==> config.mk <==
export PLATFORM = sky130hd
export DESIGN_NAME = fetch_unit
export DESIGN_NICKNAME = d
export VERILOG_FILES = /design/src/rtl/pipeline_pkg.sv /design/src/rtl/pc_register.sv /design/src/rtl/fetch_unit.sv
export SDC_FILE = /design/constraint.sdc
export NUM_CORES = 1
export LEC_CHECK = 0
export ABC_AREA = 1
export CORE_ASPECT_RATIO = 0.5
export CORE_UTILIZATION = 30
export DETAILED_ROUTE_END_ITERATION = 7
export GPL_TIMING_DRIVEN = 0
export MAX_ROUTING_LAYER = met4
export SYNTH_ARGS = -nofsm -noshare
export SYNTH_HDL_FRONTEND = slang
export SYNTH_SLANG_ARGS = --single-unit
==> constraint.sdc <==
create_clock -name clk -period 1.7 [get_ports clk]
set_input_delay 0.17 -clock clk [delete_from_list [all_inputs] [get_ports clk]]
set_output_delay 0.17 -clock clk [all_outputs]
set_load 0.02 [all_outputs]
==> src/rtl/pipeline_pkg.sv <==
// Shared pipeline definitions: default widths, opcodes for the
// two-word instruction forms, and the fetch-stage state encoding.
package pipeline_pkg;

  localparam int DEF_INST_WIDTH = 16;
  localparam int DEF_PC_WIDTH   = 32;

  localparam logic [4:0] OP_LDM  = 5'b10010;
  localparam logic [4:0] OP_LDD  = 5'b10011;
  localparam logic [4:0] OP_STD  = 5'b10100;
  localparam logic [4:0] OP_IADD = 5'b01100;

  typedef enum logic {
    S_INST = 1'b0,
    S_IMM  = 1'b1
  } fetch_state_t;

  // True when the opcode is followed by a 16-bit immediate word.
  function automatic logic is_two_word(input logic [4:0] opcode);
    return (opcode == OP_LDM) || (opcode == OP_LDD) ||
           (opcode == OP_STD) || (opcode == OP_IADD);
  endfunction

endpackage

==> src/rtl/pc_register.sv <==
// Program counter with load (redirect), increment and hold.
// Increment wraps modulo 2^PC_WIDTH.
module pc_register #(
  parameter int                  PC_WIDTH = 32,
  parameter logic [PC_WIDTH-1:0] RESET_PC = PC_WIDTH'(32)
) (
  input  logic                clk,
  input  logic                reset_n,
  input  logic                load,
  input  logic [PC_WIDTH-1:0] load_val,
  input  logic                inc,
  output logic [PC_WIDTH-1:0] pc
);

  // Reset beats load beats increment; otherwise hold.
  always_ff @(posedge clk) begin
    if (!reset_n)  pc <= RESET_PC;
    else if (load) pc <= load_val;
    else if (inc)  pc <= pc + PC_WIDTH'(1);
  end

endmodule

==> src/rtl/fetch_unit.sv <==
// Instruction fetch: owns the PC, assembles one- and two-word
// instructions and presents them through the IF/ID output register.
module fetch_unit
  import pipeline_pkg::*;
#(
  parameter int                  INST_WIDTH = DEF_INST_WIDTH,
  parameter int                  PC_WIDTH   = DEF_PC_WIDTH,
  parameter logic [PC_WIDTH-1:0] RESET_PC   = PC_WIDTH'(32)
) (
  input  logic                  clk,
  input  logic                  reset_n,
  output logic [PC_WIDTH-1:0]   imem_addr,
  input  logic [INST_WIDTH-1:0] imem_rdata,
  input  logic                  stall,
  input  logic                  redirect_valid,
  input  logic [PC_WIDTH-1:0]   redirect_pc,
  output logic [INST_WIDTH-1:0] if_instr,
  output logic [INST_WIDTH-1:0] if_imm,
  output logic [PC_WIDTH-1:0]   if_pc,
  output logic                  if_valid
);

  fetch_state_t          state, state_d;
  logic [PC_WIDTH-1:0]   pc;
  logic [INST_WIDTH-1:0] hold_instr;
  logic [PC_WIDTH-1:0]   hold_pc;

  logic pc_load, pc_inc;
  logic hold_en;      // capture first word of a two-word instruction
  logic out_en;       // load the output register with a complete instruction
  logic out_from_imm; // completing word is an immediate (use held first word)
  logic clr_valid;    // emit a bubble

  logic [4:0] opcode;
  assign opcode    = imem_rdata[15:11];
  assign imem_addr = pc;

  pc_register #(
    .PC_WIDTH (PC_WIDTH),
    .RESET_PC (RESET_PC)
  ) u_pc (
    .clk      (clk),
    .reset_n  (reset_n),
    .load     (pc_load),
    .load_val (redirect_pc),
    .inc      (pc_inc),
    .pc       (pc)
  );

  // State register.
  always_ff @(posedge clk) begin
    if (!reset_n) state <= S_INST;
    else          state <= state_d;
  end

  // Next state and datapath controls; redirect overrides stall.
  always_comb begin
    state_d      = state;
    pc_load      = 1'b0;
    pc_inc       = 1'b0;
    hold_en      = 1'b0;
    out_en       = 1'b0;
    out_from_imm = 1'b0;
    clr_valid    = 1'b0;
    if (redirect_valid) begin
      pc_load   = 1'b1;
      state_d   = S_INST;
      clr_valid = 1'b1;
    end else if (!stall) begin
      pc_inc = 1'b1;
      case (state)
        S_INST: begin
          if (is_two_word(opcode)) begin
            hold_en   = 1'b1;
            state_d   = S_IMM;
            clr_valid = 1'b1;
          end else begin
            out_en = 1'b1;
          end
        end
        S_IMM: begin
          out_en       = 1'b1;
          out_from_imm = 1'b1;
          state_d      = S_INST;
        end
        default: state_d = S_INST;
      endcase
    end
  end

  // Partial-instruction holding registers.
  always_ff @(posedge clk) begin
    if (!reset_n) begin
      hold_instr <= '0;
      hold_pc    <= '0;
    end else if (hold_en) begin
      hold_instr <= imem_rdata;
      hold_pc    <= pc;
    end
  end

  // IF/ID output register; data fields keep their value across bubbles.
  always_ff @(posedge clk) begin
    if (!reset_n) begin
      if_instr <= '0;
      if_imm   <= '0;
      if_pc    <= '0;
      if_valid <= 1'b0;
    end else if (out_en) begin
      if_instr <= out_from_imm ? hold_instr : imem_rdata;
      if_imm   <= out_from_imm ? imem_rdata : '0;
      if_pc    <= out_from_imm ? hold_pc    : pc;
      if_valid <= 1'b1;
    end else if (clr_valid) begin
      if_valid <= 1'b0;
    end
  end

endmodule

==> results summary, run 1 <==
The run finished with clean final reports. The clock slew seen by the registers of the worst setup and hold paths is roughly 0.060 ns. TritonCTS built the clock tree. The remaining number of nets flagged by the antenna check after routing came out at 0.

The height of the chip is between 100 and 150 um. At the worst endpoint, the required time is 1.53 ns. The clock arrives with ~0.0073 ns of skew.

In the layout the commonest cells are 270 x nand2_1, 135 x dfxtp_1, 118 x clkdlybuf4s50_1, 109 x a21oi_1, 108 x o21ai_0. After routing the design area is just over 0.009 mm2. The hold violation total from the final report came to 0. The setup path with the least slack is of type reg2out. The starting DRC count in detailed routing is just over 400. The largest stage delay on the critical path is 0.63 ns. The final total power came out at about 8.5 mW. The worst-case vdd ir drop came out at 0.573 mV. The count of placed standard cells including taps came out at ~1,500. The sequential element share of the synthesized area came out at 43.1%. For this design the ratio of total power to cell area is 913 mW/mm2. The most used flip-flop cell after synthesis is dfxtp_1. The biggest fanout along the worst timing path is 7. The kind of capture point of the worst setup path is an output port.

The finished layout holds ~1,500 standard cells, fillers aside. The final period demand of the worst path came out at ~1.7 ns. The first TritonRoute pass finished after 6 iterations. The number of filler instances in the final layout is between 2,000 and 2,500. The routability congestion estimate from global placement is around 0.94. The antenna cell count is 0. The remaining routing DRC violations came out at 0. The worst setup path is launched from a flip-flop. The wire length per cell after detailed routing is about 16 um. Setup violations remaining at the end of the flow were counted as 0.

The global-route wire length before repair is about 37,000 um. In the final layout, the multi-input gates occupy ~0.0033 mm2. The number of library cell types mapped by synthesis came out at 27. The share of the clock period used by the worst path came out at 97.5%.

The most common cell after layout, fill and taps aside is nand2_1. The met1 track demand over resource in global routing is about 28%. The biggest area contributor in the post-synthesis netlist is dfxtp_1.

The worst-path cell with the longest stage delay is clkdlybuf4s50_1. The reported leakage power came out at about 3.6 nW. The post-route netlist has a little under 9% of its cells at a drive strength greater than 1.

The number of port buffers came out at ~150. In this run the cell area of the synthesized design comes to 0.00678 mm2. For this configuration, the core starts out at a cell density of a little under a third.

The routed via count is 7,086. The class of the tightest hold or removal check is in2reg. In this run, CTS created clock tree buffers numbering 17. The tree built by TritonCTS fans out to roughly 150 sinks.

STA puts the critical path data arrival time at 1.49 ns. Of the post-synthesis cell area, the dominant cell type holds 43.1%. In the post-synthesis netlist, the biggest area contributors are dfxtp_1 43%, nand2_1 15%, a21oi_1 8.0%, o21ai_0 8.0%, nand3_1 6.2%.

In this run the clock root is driven by a clkbuf_16. The clock network latency to the later pin of the worst-skew pair came out at 0.43 ns. Counting every net in the synthesized netlist gives ~1,100. The max-slew violation total from the final report was 0.

In this run the tightest slew margin relative to its limit is approximately 56%. The via count of the first global-routing pass came out at approximately 6,700. The average cell area after synthesis came out at around 6.7 um2. The die width came out at between 200 and 250 um. The layer with the highest usage after global routing is met2. The clock passes through at most 2 buffers.

The total grt overflow is 0. The signal on the critical path passes through clkdlybuf4s50_1. The number of violations of the max-capacitance limit came out at 0. The area of the placeable core is 0.0219 mm2.

Yosys printed 0 warnings. The cell family contributing the most delay on the critical path is buffers and inverters. The routing usage on met2 came out at approximately a third.

The initial antenna violation count is 0. Entering global routing, the biggest net connects 17 pins. The via count normalized by instance count came out at approximately 4.8. The CTS H-tree depth came out at 4.

The final layout contains 1,230 nets. The die covers ~0.023 mm2. In the global route stage, overall resource usage came out at roughly a fifth.

The register bit count reported by yosys came out at between 100 and 150. Pin placement for this block handled about 150 I/O pins. The number of synthesized flops with an enable pin came out at 0.

The share of synthesized registers carrying an async set or reset is 0%. The register area came out at about 0.0029 mm2. Synthesis produced about 1,000 cells.

Global routing consumed, on the met3 layer, around 4.2% of the routing resources. The count of buffer and inverter cells on the critical path came out at 1. The hold buffer count at CTS is 0. Row generation in the floorplan step produced 38 rows. The total detailed-routing wirelength came out at roughly 24,000 um. Timing would allow up to ~600 MHz. The detailed placer's ending HPWL is roughly 18,000 um.

The area growth from synthesis to final layout is 37.1%. The placed cell area came out at about 0.0086 mm2. For the pin with the worst max-slew slack, the measured transition is about 0.66 ns.
synthesized netlist by cell type (2+ instances only):
| cell | n |
|---|---|
| nand2_1 | 271 |
| dfxtp_1 | 146 |
| a21oi_1 | 109 |
| o21ai_0 | 108 |
| nor2_1 | 103 |
| nand3_1 | 84 |
| inv_1 | 77 |
| clkbuf_1 | 27 |
| buf_2 | 20 |
| buf_4 | 11 |
| nor2_2 | 8 |
| o21ai_1 | 8 |
| xor2_1 | 7 |
| inv_2 | 5 |
| nand2_2 | 4 |
| nor2_4 | 4 |
| a22o_1 | 3 |
| xnor2_1 | 3 |
| a31oi_1 | 2 |
| buf_1 | 2 |
flip-flops by register name, summed over array words and instances (netlist names):
signal	cells
if_pc	32
hold_pc	32
u_pc.pc	32
hold_instr	16
if_valid	1
state	1
if_imm	16
if_instr	16
per-layer routing:
layer | part of all wire, % | up-vias
met5 | 0 | -
met4 | 1.0 | 0
met3 | 4.1 | 21
met2 | 46 | 137
met1 | 49 | 3329
li1 | - | 3599
through the flow:
stage / hold WS [ns] / setup WS (ns) / TNS, ns / utilization, %
2_1_floorplan: 0.315 / 0.139 / 0 / -
3_5_place_dp: 0.438 / -0.325 / -30.08 / 39.4
6_report: 0.327 / 0.0423 / 0 / 42.4
3_3_place_gp: 0.433 / -0.315 / -28.06 / 39.4
5_1_grt: 0.331 / -0.0320 / -0.0704 / 42.4
4_1_cts: 0.318 / -0.0292 / -0.0328 / 42.0
area by class of cell:
class                      count  share of cell area (%)
buffer                        60                    3.27
clock buffer                  20                    4.91
clock inverter                12                    1.41
inverter                      82                    3.37
multi-input combinational    721                    35.5
sequential                   146                    31.6
tap                          300                    4.04
timing repair buffer         149                    15.9
final timing paths:
check	from	end	slack [ns]	cells after the start
worst min register to register	hold_pc[3]	hold_pc[3]	0.45	2
worst max-delay path	u_pc.pc[6]	imem_addr[6]	0.04	1
worst min-delay path	redirect_pc[6]	u_pc.pc[6]	0.33	3
worst max register to register	u_pc.pc[0]	u_pc.pc[10]	0.06	8
logic make-up after synthesis:
group,Yosys count,synth area share (%)
AO/OA/AOI/OAI,234,17.7
buffers and inverters,142,8.84
AND/OR/NAND/NOR,476,28.9
XOR/XNOR,10,1.29
adder cells (fa/ha/maj),1,0.185
flip-flops,146,43.1
power breakdown:
group | switching (mW) | total [mW] | internal [mW] | leakage, nW
Clock | 1.55 | 3.78 | 2.24 | 0.279
Combinational | 0.606 | 1.02 | 0.419 | 2.11
Sequential | 0.128 | 3.68 | 3.55 | 1.19
Total | 2.28 | 8.49 | 6.21 | 3.58
timing repair:
action / in CTS / in global routing
pin swaps: 0 / 2
endpoints found under the hold margin: 0 / 0
setup endpoints to repair: 31 / 59
buffers inserted: 0 / 1
resized for setup: 30 / 35
Note: power is estimated with default switching activity, not from simulation.
==> run 2: changes to the inputs <==
- REMOVE_ABC_BUFFERS: unset -> 1
==> results summary, run 2 (synthesis results as in run 1) <==
The count of clock tree sinks came to 146 (unchanged). The largest individual stage delay along the critical path comes from the cell clkdlybuf4s50_1. The setup slack at placement came out at -2.12 ns (-1.79 ns).

The largest registers in the layout are hold_pc x32, if_pc x32, u_pc.pc x32. The slew at the pin with the worst max-slew slack is 0.500 ns (-0.162 ns). The detailed placer's ending HPWL came to 13,500 um (-25%). The maximum clock frequency was 608 MHz (+0.74%). In the layout the commonest cells are 267 x nand2_1, 138 x dfxtp_1, 117 x clkdlybuf4s50_1, 109 x a21oi_1, 108 x o21ai_0. The I/O pin count is 149 (unchanged). The remaining routing DRC violations is 0 (unchanged). The first-pass iteration count of the detailed router is 5 (-1). The CTS H-tree depth was 4 (unchanged). The via count normalized by instance count is 4.88 (+2.7%).

The reg-to-reg setup timing slack is 0.11 ns (+0.05 ns). The maximum clock skew at final layout came out at 0.00957 ns (+0.00228 ns). The final total power is 8.63 mW (+1.7%). The flow ran to the end, and the final reports show no timing, DRC or antenna violations. The startpoint identified for the worst register-to-register timing path is state. The max-slew violation total from the final report came out at 0 (unchanged). The worst reg-to-reg path cell count came out at 8 (unchanged). The reported leakage power came to 3.57 nW (-0.32%). The headroom to the max-slew limit came out at 66.6% (+11 points).

The number of standard cells in the layout, taps in and fillers out came to 1,459 (-2.1%). The placed cell area was 0.00845 mm2 (-2.2%). The power density over the cells is 909 mW/mm2 (-0.47%). The pin count of the biggest net entering global routing is 73 (+56).

The biggest fanout along the worst timing path is 5 (-2). The global routing stage identified its most utilized layer as met2. The routed via count is 7,124 (+0.54%).

The number of violations of the max-capacitance limit is 0 (unchanged). The initial antenna violation count is 0 (unchanged). The die width is 215 um (unchanged). The total routing resource utilization after global routing is 21.4% (+0.055 points). The hold violation total from the final report came to 0 (unchanged). The height of the chip was 108 um (unchanged).

The total detailed-routing wirelength came out at 24,100 um (+2.2%). The endpoint of the lowest-slack register-to-register path is if_pc[20]. The worst setup path is of the reg2out kind.

The min-delay analysis places its worst path in the category in2reg. The buffer cell driving the clock tree root is clkbuf_16. The number of nets in the layout was 1,199 (-2.5%). The total number of placement rows was 38 (unchanged). The count of placed standard cells including taps was 1,402 (-3.8%). The global-route wire length before repair was 36,900 um (-0.17%). The met1 track demand over resource in global routing is 27.2% (-0.54 points). The clock slew seen by the registers of the worst setup and hold paths is 0.07 ns (about the same). The worst hold path begins at reset_n.

TritonCTS built the clock tree. The depth of the worst hold-timing path came out at 3 (unchanged). The final-layout setup total negative slack came to 0 ns (unchanged). The via count of the first global-routing pass is 6,598 (-1.1%). The arrival time reported for the critical path endpoint is 1.48 ns (about the same).

The share of the clock period used by the worst path is 96.8% (-0.72 points). The routing usage on met2 came out at 34.9% (+0.86 points). The maximum clock insertion buffer count came out at 2 (unchanged). The global routing met3 resource utilization came out at 3.35% (-0.84 points). The post-route standard cell area excluding fillers is 0.00950 mm2 (+2.2%).

The routability congestion estimate from global placement is 0.845 (-10%). The smallest setup slack after layout is 0.0546 ns (+0.0122 ns). The element type at the critical path start is a flip-flop. The starting DRC count in detailed routing came out at 624 (+54%).

The required time of the critical path is 1.53 ns (about the same). The count of buffer and inverter cells on the critical path was 1 (unchanged). The die footprint came to 0.0232 mm2 (unchanged). Walking the worst path, the cells encountered are clkdlybuf4s50_1. The total CTS buffers was 17 (unchanged). The clock network latency to the later pin of the worst-skew pair is 0.43 ns (about the same). The kind of cell with the highest combined delay along the critical path is buffers and inverters. The area of the placeable core came out at 0.0219 mm2 (unchanged). The worst-case vdd ir drop was 0.650 mV (+14%).

The number of port buffers was 148 (unchanged). The final count of negative-setup-slack endpoints is 0 (unchanged). The wire length per cell after detailed routing is 16.5 um (+4.3%). The share of final-layout standard cells stronger than drive strength 1 is 8.46% (-0.28 points). The final period demand of the worst path came to 1.65 ns (-0.0122 ns).

The path with the worst hold slack has its endpoint at hold_instr[10]. The total grt overflow came to 0 (unchanged). The largest stage delay on the critical path was 0.64 ns (about the same).

Setup repair after global routing could not meet its margin everywhere. The area growth from synthesis to final layout came out at 40.1%. The initial core utilization is 30.9% (unchanged). The remaining number of nets flagged by the antenna check after routing is 0 (unchanged). STA classifies the critical path endpoint as an output port. The antenna cell count came out at 0 (unchanged). Leaving out fill and tap cells, the most frequent cell in the layout is nand2_1.
==> run 2: metrics by stage <==
stage | util (%) | hold slack, ns
finish | 43.3 | 0.118
global route | 43.3 | 0.117
CTS | 42.6 | 0.106
detailed placement | 38.5 | 0.438
global placement | 38.1 | 0.434
floorplan | - | 0.268
==> run 2: worst max path at each step <==
stage / startpoint / endpoint / slack (ns) / cells past startpoint
final: u_pc.pc[31] / imem_addr[31] / 0.05 / 1
after floorplan: stall / if_pc[22] / -1.15 / 7
after global placement: redirect_valid / if_pc[17] / -4.76 / 7
after CTS: u_pc.pc[1] / u_pc.pc[24] / -0.005 / 9
after global routing: u_pc.pc[0] / u_pc.pc[10] / -0.01 / 8
after detailed placement: stall / hold_pc[22] / -2.12 / 6
==> run 2: area by class of cell <==
class,count,area (um2)
Tap cell,300,375
Clock inverter,12,133
Clock buffer,20,457
Timing Repair Buffer,170,1780
Timing Repair inverter,1,8.76
Multi-Input combinational cell,728,3460
Fill cell,2229,12400
Inverter,82,349
Sequential cell,146,2940
==> run 2: report_power, final <==
group / leakage [nW] / internal [mW] / switching (mW)
Clock: 0.282 / 2.24 / 1.58
Sequential: 1.19 / 3.55 / 0.125
Combinational: 2.09 / 0.466 / 0.669
==> run 2: layer usage <==
layer / part of all wire, % / vias up
met2: 46 / 180
met1: 48 / 3365
met3: 4.2 / 30
met5: 0 / -
li1: - / 3549
met4: 1.8 / 0
==> run 2: what timing repair did <==
item,CTS,global route
hold buffers,0,0
resized for setup,51,25
endpoints found under the hold margin,0,0
setup buffers,13,3
gates cloned,8,1
pin swaps,6,10
endpoints found under the setup margin,148,125
==> run 3: changes to the inputs <==
- CORE_MARGIN: unset -> 2
==> results summary, run 3 (synthesis results as in run 1) <==
The detailed placer's ending HPWL is 14,000 um (+3.1%). The remaining routing DRC violations is 0 (unchanged). The reg-to-reg setup timing slack came out at 0.06 ns (-0.05 ns). The share of the clock period used by the worst path is 96.8% (about the same). The buffer cell driving the clock tree root is clkbuf_16.

Traced cell by cell, the critical path runs through clkdlybuf4s50_1. The initial core utilization came out at 30.9% (unchanged). The reported leakage power is 3.71 nW (+4.2%). The die width came out at 217 um (+0.93%). The final count of negative-setup-slack endpoints is 0 (unchanged). The detailed route wirelength on metal2 came to 12,200 um (+11%). The wire length per cell after detailed routing came out at 18.1 um (+9.8%). The final period demand of the worst path is 1.65 ns (+0.000837 ns). The kind of critical path is reg2out. The remaining number of nets flagged by the antenna check after routing is 0 (unchanged).

The kind of capture point of the worst setup path is an output port. The sum of routed wire segments on met1 came to 12,200 um (+5.4%). The global-route wire length before repair came to 39,300 um (+6.4%). In this run the worst setup path begins at u_pc.pc[31]. The headroom to the max-slew limit came out at 64.6% (-2.1 points). The arrival time reported for the critical path endpoint is 1.48 ns (about the same). The total routing resource utilization after global routing was 22.5% (+1.1 points).

The hold buffer count at CTS is 0 (unchanged). The largest registers in the layout are hold_pc x32, if_pc x32, u_pc.pc x32. The cell family contributing the most delay on the critical path is buffers and inverters. The I/O pin count came out at 149 (unchanged). The count of buffer and inverter cells on the critical path came out at 1 (unchanged). TritonCTS built the clock tree. The element type at the critical path start is a flip-flop. The maximum clock skew at final layout is 0.0107 ns (+0.00116 ns). The number of filler instances in the final layout came out at 2,223 (-0.27%).

The total grt overflow is 0 (unchanged). The number of nets in the layout is 1,212 (+1.1%). Among all stages on the critical path, the largest delay is contributed by clkdlybuf4s50_1. The library cell used most frequently in the layout, excluding fill and tap cells, is nand2_1.

The final total power came to 9.15 mW (+6.0%). The max-slew violation total from the final report came out at 0 (unchanged). The pin count of the biggest net entering global routing was 55 (-25%). The first-pass iteration count of the detailed router is 7 (+2). The via count of the first global-routing pass came out at 6,752 (+2.3%). The routed via count is 7,374 (+3.5%). The highest layer used for signal routing is met4. The share of final-layout standard cells stronger than drive strength 1 is 9.90% (+1.4 points). The area growth from synthesis to layout is 43.6%. In the layout the commonest cells are 268 x nand2_1, 137 x dfxtp_1, 113 x clkdlybuf4s50_1, 109 x a21oi_1, 103 x o21ai_0. The die footprint is 0.0239 mm2 (+2.8%). The hold violation total from the final report came out at 0 (unchanged).

The slew at the pin with the worst max-slew slack is 0.531 ns (+0.0313 ns). The number of port buffers is 148 (unchanged). The met3 wire length came out at 1730 um (+70%). The starting DRC count in detailed routing is 592 (-5.1%). The worst hold path belongs to the class in2reg. The via count normalized by instance count is 5.01 (+2.5%). The total number of placement rows came out at 38 (unchanged). The power density over the cells came out at 940 mW/mm2 (+3.4%). The clock network latency to the later pin of the worst-skew pair is 0.43 ns (about the same). The CTS H-tree depth is 4 (unchanged).

The count of clock tree sinks came out at 146 (unchanged). The beginning of the worst hold path is imem_rdata[12]. The worst-case vdd ir drop came to 0.646 mV (-0.70%). The routability congestion estimate from global placement is 0.807 (-4.5%).

The flow ran to the end, and the final reports show no timing, DRC or antenna violations. The maximum clock frequency is 607 MHz (about the same). The required time of the critical path is 1.53 ns (about the same). The total detailed-routing wirelength came to 26,700 um (+11%).

The number of violations of the max-capacitance limit was 0 (unchanged). The share of the core filled with cells in the final layout came out at 44.4% (+1.1 points). The source of the worst register-to-register timing path is state. The total CTS buffers was 17 (unchanged). The largest stage delay on the critical path is 0.64 ns (about the same). The clock slew seen by the registers of the worst setup and hold paths came to 0.07 ns (about the same).

The initial antenna violation count is 2 (+2). The area of the placeable core is 0.0219 mm2 (unchanged). The height of the chip came out at 110 um (+1.8%).

The biggest fanout along the worst timing path is 5 (unchanged). The maximum clock insertion buffer count came out at 2 (unchanged).
==> run 3: cell types whose count changed in the layout (fill, tap and decap cells not counted), sizes merged, moves of 3 or more <==
cell           before  now
buf                23   31
clkdlybuf4s50     117  113
bufinv              2    5
inv                83   86
==> run 3: layout make-up <==
class	instances	area [um2]	area share, %
diodes	1	2.50	0.0257
clock buffers	19	453	4.65
clock inverters	13	206	2.12
inverters	82	343	3.52
multi-input cells	731	3500	35.9
flip-flops and latches	146	2940	30.2
well taps	300	375	3.85
repair buffers	178	1870	19.2
repair inverters	3	47.5	0.488
==> run 3: routing by layer <==
metal	vias up	GRT usage [%]
li1	3577	-
met3	39	4.25
met4	0	8.90
met2	210	36.3
met1	3548	28.2
met5	-	-
==> run 3: worst paths after layout <==
kind                    endpoint  cells past startpoint
setup / recovery   imem_addr[31]                      1
hold / removal        if_imm[12]                      3
setup reg to reg  hold_instr[12]                      8
hold reg to reg      hold_pc[11]                      2
==> run 3: report_power, final <==
group          leakage, nW  total [mW]  switching (mW)  internal, mW
Clock                0.319        4.28            1.59          2.69
Combinational         2.20        1.20           0.709         0.489
Sequential            1.19        3.67           0.129          3.54
Total                 3.71        9.15            2.43          6.72
==> run 3: what timing repair did <==
action                                 4_1_cts  5_1_grt
setup buffers                               11       12
endpoints found under the hold margin        0        0
cloned                                      13        2
resized for setup                           66       34
setup endpoints to repair                  173       93
pin swaps                                    8        4
==> run 3: metrics by stage <==
stage	setup WS, ns	hold slack [ns]	area [um2]	TNS [ns]	instances
finish	0.0537	0.0977	9740	0	1473
global route	-0.00368	0.106	9740	-0.00368	1473
CTS	0.0180	0.0991	9510	0	1458
floorplan	-1.15	0.268	6490	-107.02	949
detailed placement	-3.28	0.437	8450	-374.74	1402
global placement	-4.74	0.434	8350	-576.72	1397
